$ cat config.mk
export PLATFORM = sky130hd
export DESIGN_NAME = regfile_sweep
export DESIGN_NICKNAME = d
export VERILOG_FILES = /design/src/rtl/regfile_sweep.sv
export SDC_FILE = /design/constraint.sdc
export NUM_CORES = 2
export LEC_CHECK = 0
export BUFFER_PORTS_ARGS = -buffer_cell sky130_fd_sc_hd__buf_2
export CORE_MARGIN = 4
export CORE_UTILIZATION = 45
export CTS_BUF_LIST = sky130_fd_sc_hd__clkbuf_8
export DETAILED_ROUTE_END_ITERATION = 8
export GPL_TIMING_DRIVEN = 0
export PLACE_DENSITY = 0.69
export SYNTH_ARGS = -nofsm -noshare
export SYNTH_HDL_FRONTEND = slang
export SYNTH_SLANG_ARGS = --single-unit
$ cat constraint.sdc
create_clock -name Clk -period 11 [get_ports Clk]
set_input_delay 3.3 -clock Clk [delete_from_list [all_inputs] [get_ports Clk]]
set_output_delay 3.3 -clock Clk [all_outputs]
set_load 0.03 [all_outputs]
$ cat src/rtl/regfile_sweep.sv
// Parametrised multi-port register file with write handshake, HI/LO and a sequential bulk-clear sweep.
// Optional read/HI/LO write-through forwarding is enabled by defining REGFILE_BYPASS_EN.

module regfile_sweep_chk #(
   parameter int ADDR_W = 5
) (
   input logic              Clk,
   input logic              clr_n,
   input logic              busy,
   input logic              wr_ready,
   input logic [ADDR_W-1:0] idx
);
   localparam logic [ADDR_W-1:0] IDX_LAST = {ADDR_W{1'b1}};

   a_ready_busy: assert property (@(posedge Clk) disable iff (!clr_n) busy == !wr_ready);
   a_idx_nonzero: assert property (@(posedge Clk) disable iff (!clr_n) busy |-> (idx != {ADDR_W{1'b0}}));
   a_sweep_ends: assert property (@(posedge Clk) disable iff (!clr_n) (busy && (idx == IDX_LAST)) |=> !busy);
endmodule

module regfile_sweep #(
   parameter int DATA_W = 32,
   parameter int ADDR_W = 5,
   parameter int NRD    = 2
) (
   input  logic                  Clk,
   input  logic                  clr_n,
   input  logic [NRD*ADDR_W-1:0] ra,
   output logic [NRD*DATA_W-1:0] rd,
   input  logic                  wr_valid,
   output logic                  wr_ready,
   input  logic [ADDR_W-1:0]     wr_addr,
   input  logic [DATA_W-1:0]     wr_data,
   input  logic                  hi_we,
   input  logic                  lo_we,
   input  logic [DATA_W-1:0]     hilo_data,
   output logic [DATA_W-1:0]     hi,
   output logic [DATA_W-1:0]     lo,
   input  logic                  clr_req,
   output logic                  busy
);
   localparam int DEPTH = 2**ADDR_W;
   localparam logic [0:0] ST_IDLE  = 1'b0;
   localparam logic [0:0] ST_SWEEP = 1'b1;
   localparam logic [ADDR_W-1:0] IDX_ZERO  = {ADDR_W{1'b0}};
   localparam logic [ADDR_W-1:0] IDX_FIRST = {{(ADDR_W-1){1'b0}}, 1'b1};
   localparam logic [ADDR_W-1:0] IDX_LAST  = {ADDR_W{1'b1}};

   logic [0:0]        state_r;
   logic [ADDR_W-1:0] idx_r;
   logic              busy_r;
   logic              wr_ready_r;
   logic [DATA_W-1:0] regs_r [DEPTH];
   logic [DATA_W-1:0] hi_r;
   logic [DATA_W-1:0] lo_r;
   logic              wr_fire_s;
   logic              sweep_s;

   assign wr_fire_s = wr_valid & wr_ready_r;
   assign sweep_s   = (state_r == ST_SWEEP);
   assign busy      = busy_r;
   assign wr_ready  = wr_ready_r;

   // Sweep sequencer: IDLE <-> SWEEP, walking idx from 1 up to the last register without wrapping
   always_ff @(posedge Clk) begin
      if (!clr_n) begin
         state_r    <= ST_IDLE;
         idx_r      <= IDX_ZERO;
         busy_r     <= 1'b0;
         wr_ready_r <= 1'b1;
      end else begin
         case (state_r)
            ST_IDLE: begin
               if (clr_req) begin
                  state_r    <= ST_SWEEP;
                  idx_r      <= IDX_FIRST;
                  busy_r     <= 1'b1;
                  wr_ready_r <= 1'b0;
               end else begin
                  state_r    <= ST_IDLE;
               end
            end
            ST_SWEEP: begin
               if (idx_r == IDX_LAST) begin
                  state_r    <= ST_IDLE;
                  idx_r      <= IDX_ZERO;
                  busy_r     <= 1'b0;
                  wr_ready_r <= 1'b1;
               end else begin
                  idx_r      <= idx_r + IDX_FIRST;
               end
            end
            default: begin
               state_r    <= ST_IDLE;
               idx_r      <= IDX_ZERO;
               busy_r     <= 1'b0;
               wr_ready_r <= 1'b1;
            end
         endcase
      end
   end

   // Register array: handshake writes in IDLE, one cleared entry per cycle in SWEEP
   always_ff @(posedge Clk) begin
      if (!clr_n) begin
         for (int i = 0; i < DEPTH; i++) begin
            regs_r[i] <= {DATA_W{1'b0}};
         end
      end else begin
         if (wr_fire_s && (wr_addr != IDX_ZERO)) begin
            regs_r[wr_addr] <= wr_data;
         end else if (sweep_s) begin
            regs_r[idx_r] <= {DATA_W{1'b0}};
         end
      end
   end

   // HI/LO holding registers, untouched by the sweep
   always_ff @(posedge Clk) begin
      if (!clr_n) begin
         hi_r <= {DATA_W{1'b0}};
         lo_r <= {DATA_W{1'b0}};
      end else begin
         if (hi_we) begin
            hi_r <= hilo_data;
         end
         if (lo_we) begin
            lo_r <= hilo_data;
         end
      end
   end

   // Combinational read ports; address 0 always reads zero
   always_comb begin
      rd = {(NRD*DATA_W){1'b0}};
      for (int k = 0; k < NRD; k++) begin
         if (ra[k*ADDR_W +: ADDR_W] == IDX_ZERO) begin
            rd[k*DATA_W +: DATA_W] = {DATA_W{1'b0}};
`ifdef REGFILE_BYPASS_EN
         end else if (wr_fire_s && (wr_addr == ra[k*ADDR_W +: ADDR_W])) begin
            rd[k*DATA_W +: DATA_W] = wr_data;
`endif
         end else begin
            rd[k*DATA_W +: DATA_W] = regs_r[ra[k*ADDR_W +: ADDR_W]];
         end
      end
   end

   // HI/LO output view
   always_comb begin
`ifdef REGFILE_BYPASS_EN
      if (hi_we) begin
         hi = hilo_data;
      end else begin
         hi = hi_r;
      end
      if (lo_we) begin
         lo = hilo_data;
      end else begin
         lo = lo_r;
      end
`else
      hi = hi_r;
      lo = lo_r;
`endif
   end

   regfile_sweep_chk #(.ADDR_W(ADDR_W)) u_chk (
      .Clk      (Clk),
      .clr_n    (clr_n),
      .busy     (busy_r),
      .wr_ready (wr_ready_r),
      .idx      (idx_r)
   );
endmodule
==> After elaboration in Yosys (flattened, before gate mapping) <==
Memory sizes are Yosys's and may differ from the RTL's.
Cells that the tools add are included.
Widths: inputs -> output; s select.
{ "op_classes": {"n_addsub": 1, "n_mul": 0, "div_mod_pow": 0, "magnitude_cmp": 0, "eq_ne": 3, "shifts": 0, "mux": 28, "bitwise_logic": 2, "n_reduce_logical": 7} }
{ "op_table": {"columns": ["op", "count"], "rows": [
  ["$mux 32", 4],
  ["$reduce_or 32->1", 2],
  ["$mux 5", 4],
  ["$mux 1", 16],
  ["$logic_not 5->1", 2],
  ["$pmux 5 s2", 1],
  ["$pmux 1 s2", 3],
  ["$add 5x1->5 const B", 1],
  ["$eq 5x5->1 const B", 1],
  ["$reduce_bool 5->1", 1],
  ["$ne 2x1->1 const B", 1],
  ["$ne 2x2->1 const B", 1],
  ["$reduce_and 2->1", 1],
  ["$and 1x1->1", 1],
  ["$logic_and 1x1->1", 1],
  ["$not 1->1", 1]
]} }
{ "word_totals": {"regBits": 72, "latchBits": 0, "ramBits": 1024, "romBits": 0, "in_bits": 85, "output_inout_bits": 130, "wordCells": 48, "memories": 1} }
{ "memory_table": {"columns": ["name", "words", "width", "read_ports", "rd_ports_with_merged_regs", "write_ports", "line", "rtl"], "rows": [
  ["regs_r", 32, 32, 2, 0, 32, "52", "logic [DATA_W-1:0] regs_r [DEPTH];"]
]} }

==> Depth between registers and ports, before layout <==
{ "depth": {"depth_word": 8, "ltp_mapped": 9, "depth_no_buf": 6} }

==> Worst setup path before layout <==
OpenSTA, ideal clock, no wires.
{ "synth_timing": {"path_kind": "input to output", "from": "in ra[1]", "to": "out rd[11]", "arrival_ns": 5.232, "required_ns": 7.700, "path_slack_ns": 2.468, "stages": 7, "path_buffers": 3, "cell_sequence": "buf_2 > buf_4 > nor2b_1 > buf_2 > a221oi_1 > o21ai_0 > a311oi_1"} }
{ "synth_between": {"elab_chain_cells": 2, "elab_cells_between_ends": 3, "classes_between": "mux (1); reduce/logical (1); memory (1)"} }
{ "synth_rtl": {"columns": ["item", "line", "rtl"], "rows": [
  ["start: declaration", "27", "input logic [NRD*ADDR_W-1:0] ra,"],
  ["$mem_v2 32x32 or $logic_not 5->1 (tied branches)", null, null],
  ["$mux 32 (*)", "136", "if (ra[k*ADDR_W +: ADDR_W] == IDX_ZERO) begin"],
  ["end: declaration", "28", "output logic [NRD*DATA_W-1:0] rd,"]
]} }
Mark *: on every way between the ends. The rest lies on a longest branch, timed or not.

==> Worst setup path after layout <==
{ "layout_timing": {"from": "in ra[9]", "to": "out rd[45]"} }
The elaborated chain is that of the path after synthesis.

==> qor.yml <==
outcome: "complete, but fails checks"
failed_checks: "DRC, capacitance limit, slew limit, setup timing"
period_needed_ns: 11.25
dr.pass1.iters: 9
pwr_density_cell_nw_per_um2: 151.0
slew_headroom_pct: -4.375
max_freq_ghz: 0.08889
rsz0062_at_grt: "no"
hold_viol_final: 0
yosysWarnings: 0
startpoint_type: "input pin"
viasPerCell: 7.533
final_antenna_net_count: 0
max_cap_viol_count: 5
hold_path_class: "reg -> reg"
clk_latency_ns: 0.99
vias: 49360
area_delta_synth_final_pct: 14.65
cts_resized: 0
htreeDepth: 4
cts_hold_buf: 0
num-fill-cells: 11100
row_count: 133
tightest_slew_ns: 1.566
layout.nets: 4719
netlist_area_um2: 59420
grt_max_degree: 19
synthCells: 4157
grt.overflow.total: 0
slowest_stage: "clkbuf_1"
synth_edf_count: 1024
groute.usage.overall_pct: 40.90
crit_top_cell: "clkbuf_1"
cp.required_ns: 7.70
endpoint_kind: "output pin"
setup_viol: 12
clock_sinks: 1096
clock-skew-final_ns: 0.04325
post-route-period-util_pct: 102.3
worstPathCellList: "clkbuf_1 > or2_2 > clkbuf_1 > clkbuf_1 > a211oi_1 > a311oi_1 > buf_2"
drt_iter0_markers: 10220
postCtsSetupBuffers: 0
drcViolationCount: 17
cp_max_fo: 10
fin_setup_tns_ns: -1.362
avgSynthCellArea_um2: 14.29
yosys.cell_types.count: 64
place_congestion: 1.072
synth_flop_cell: "edfxtp_1"
cpPeakStageDelay_ns: 1.19
async_flop_share_pct: 0
pre_cts_slack_ns: 0.3852
cts_buffer_depth: 3
cts_tree: "built"
wl_per_cell_um: 43.73
layout_setup_ws_ns: -0.2503
fp.dieH_um: 371.4
final_cell_mix: "edfxtp_1, nor3_1, mux4_2"
worstPathArrival_ns: 7.95
routed_wl_um: 286600
ir_drop_uv: 161.5
synth-seq-area-share_pct: 54.18
ios: 215
grt_antenna_before_repair: 29
dieArea_um2: 137900
synth_seq_cells: 1096
power.leakage_nw: 22.66
clk_pin_slew_ns: 0.06
core_region_area_um2: 131300
grt_pass1_vias: 47340
die_w_um: 371.4
place_hpwl_um: 210400
cts_inserted_buffers: 186
mostFrequentLayoutCell: "edfxtp_1"
initial_core_util_pct: 45.25
criticalPathCategory: "in -> out"
port_buffers: 170
drv_slew: 43
cts_root_buf: "clkbuf_8"
grt_pass1_wl_um: 383200
drive_above_1_share_pct: 31.67
==> report_power, final <==
group	switching (mW)	internal, mW
combinational	1.35	0.540
sequential	0.0942	4.73
clock	1.91	1.67
==> registers in the layout, indices dropped and copies added, names as in the netlist <==
signal,flops
state_r,1
regs_r,1024
busy,1
idx_r,5
wr_ready,1
lo,32
hi,32
==> per-stage QoR <==
step | util, % | hold WS [ns] | cell area, µm² | total power, mW | instances
6_report | 51.89 | 0.4885 | 68120 | 10.29 | 6553
5_1_grt | 51.85 | 0.5033 | 68080 | 10.41 | 6535
4_1_cts | 51.81 | 0.4888 | 68020 | 10.10 | 6528
3_5_place_dp | 49.23 | 0.4769 | 64630 | 6.661 | 6198
3_3_place_gp | 47.66 | 0.4699 | 62580 | 6.576 | 6113
2_1_floorplan | - | 0.5943 | 59530 | 5.833 | 4188
==> layer usage <==
layer	global-route usage [%]	up-vias	wire, µm
met1	48.76	24360	91630
met3	19.89	1429	49590
li1	-	17800	-
met2	56.37	5762	115900
met5	2.600	-	445
met4	31.34	16	29050
==> layout make-up <==
type	count	area, µm²	share of cell area, %
Antenna cell	24	60.06	0.08816
Buffer	508	2506	3.679
Clock buffer	189	2601	3.818
Clock inverter	141	787.0	1.155
Inverter	9	33.78	0.04959
Multi-Input combinational cell	2575	25270	37.10
Sequential cell	1096	32190	47.25
Tap cell	1755	2196	3.223
Timing Repair Buffer	256	2477	3.637
==> worst max-delay path: cells and delay by family <==
| kind | cells | cell delay (ns) |
|---|---|---|
| AO/OA/AOI/OAI | 2 | 1.70 |
| AND/OR/NAND/NOR | 1 | 0.24 |
| buffers and inverters | 4 | 2.66 |
==> path summary, 6_finish.rpt <==
| path | start | endpoint | slack [ns] | cells after the start |
|---|---|---|---|---|
| hold / removal | lo[18] | lo[18] | 0.49 | 2 |
| setup reg to reg | wr_ready | regs_r[3][22] | 6.71 | 7 |
| setup / recovery | ra[9] | rd[45] | -0.25 | 7 |
| hold reg to reg | lo[18] | lo[18] | 0.49 | 2 |
==> cells by family (layout without fill, tap and decap cells) <==
kind of cell    after synthesis  count (layout)  synth area share [%]
buf+inv                     517            1103                 4.268
compound gates              435             435                 6.503
xor+xnor                      2               2               0.02949
flops                      1096            1096                 54.18
mux                         704             704                 21.43
fa+ha+maj                     2               2               0.04211
other cells                   1              56              0.006311
simple gates               1400            1400                 13.55
==> Yosys cell counts, drive strengths merged (3+ instances only) <==
cell     count  area (µm²)
edfxtp    1024       30750
nor3       706        4259
mux4       448       10090
buf        301        1725
nor2       241       907.1
clkbuf     207       777.0
mux2i      192        1922
nand2      165       619.3
o21ai       86       430.4
o2111ai     79        1252
dfxtp       72        1441
nor2b       69       431.7
and2        68       425.4
a22oi       66       495.5
nor4        66       419.2
a211oi      65       488.0
a311oi      64       560.5
mux2        64       720.7
nand4       64       845.8
o31ai       31       232.7
a221oi      18       157.7
inv          9       33.78
nand2b       7       43.79
a21oi        5       28.78
or2          4       25.03
a32oi        3       33.79
o22ai        3       31.28
o32a         3       31.28
(Power assumes the default switching activity.)
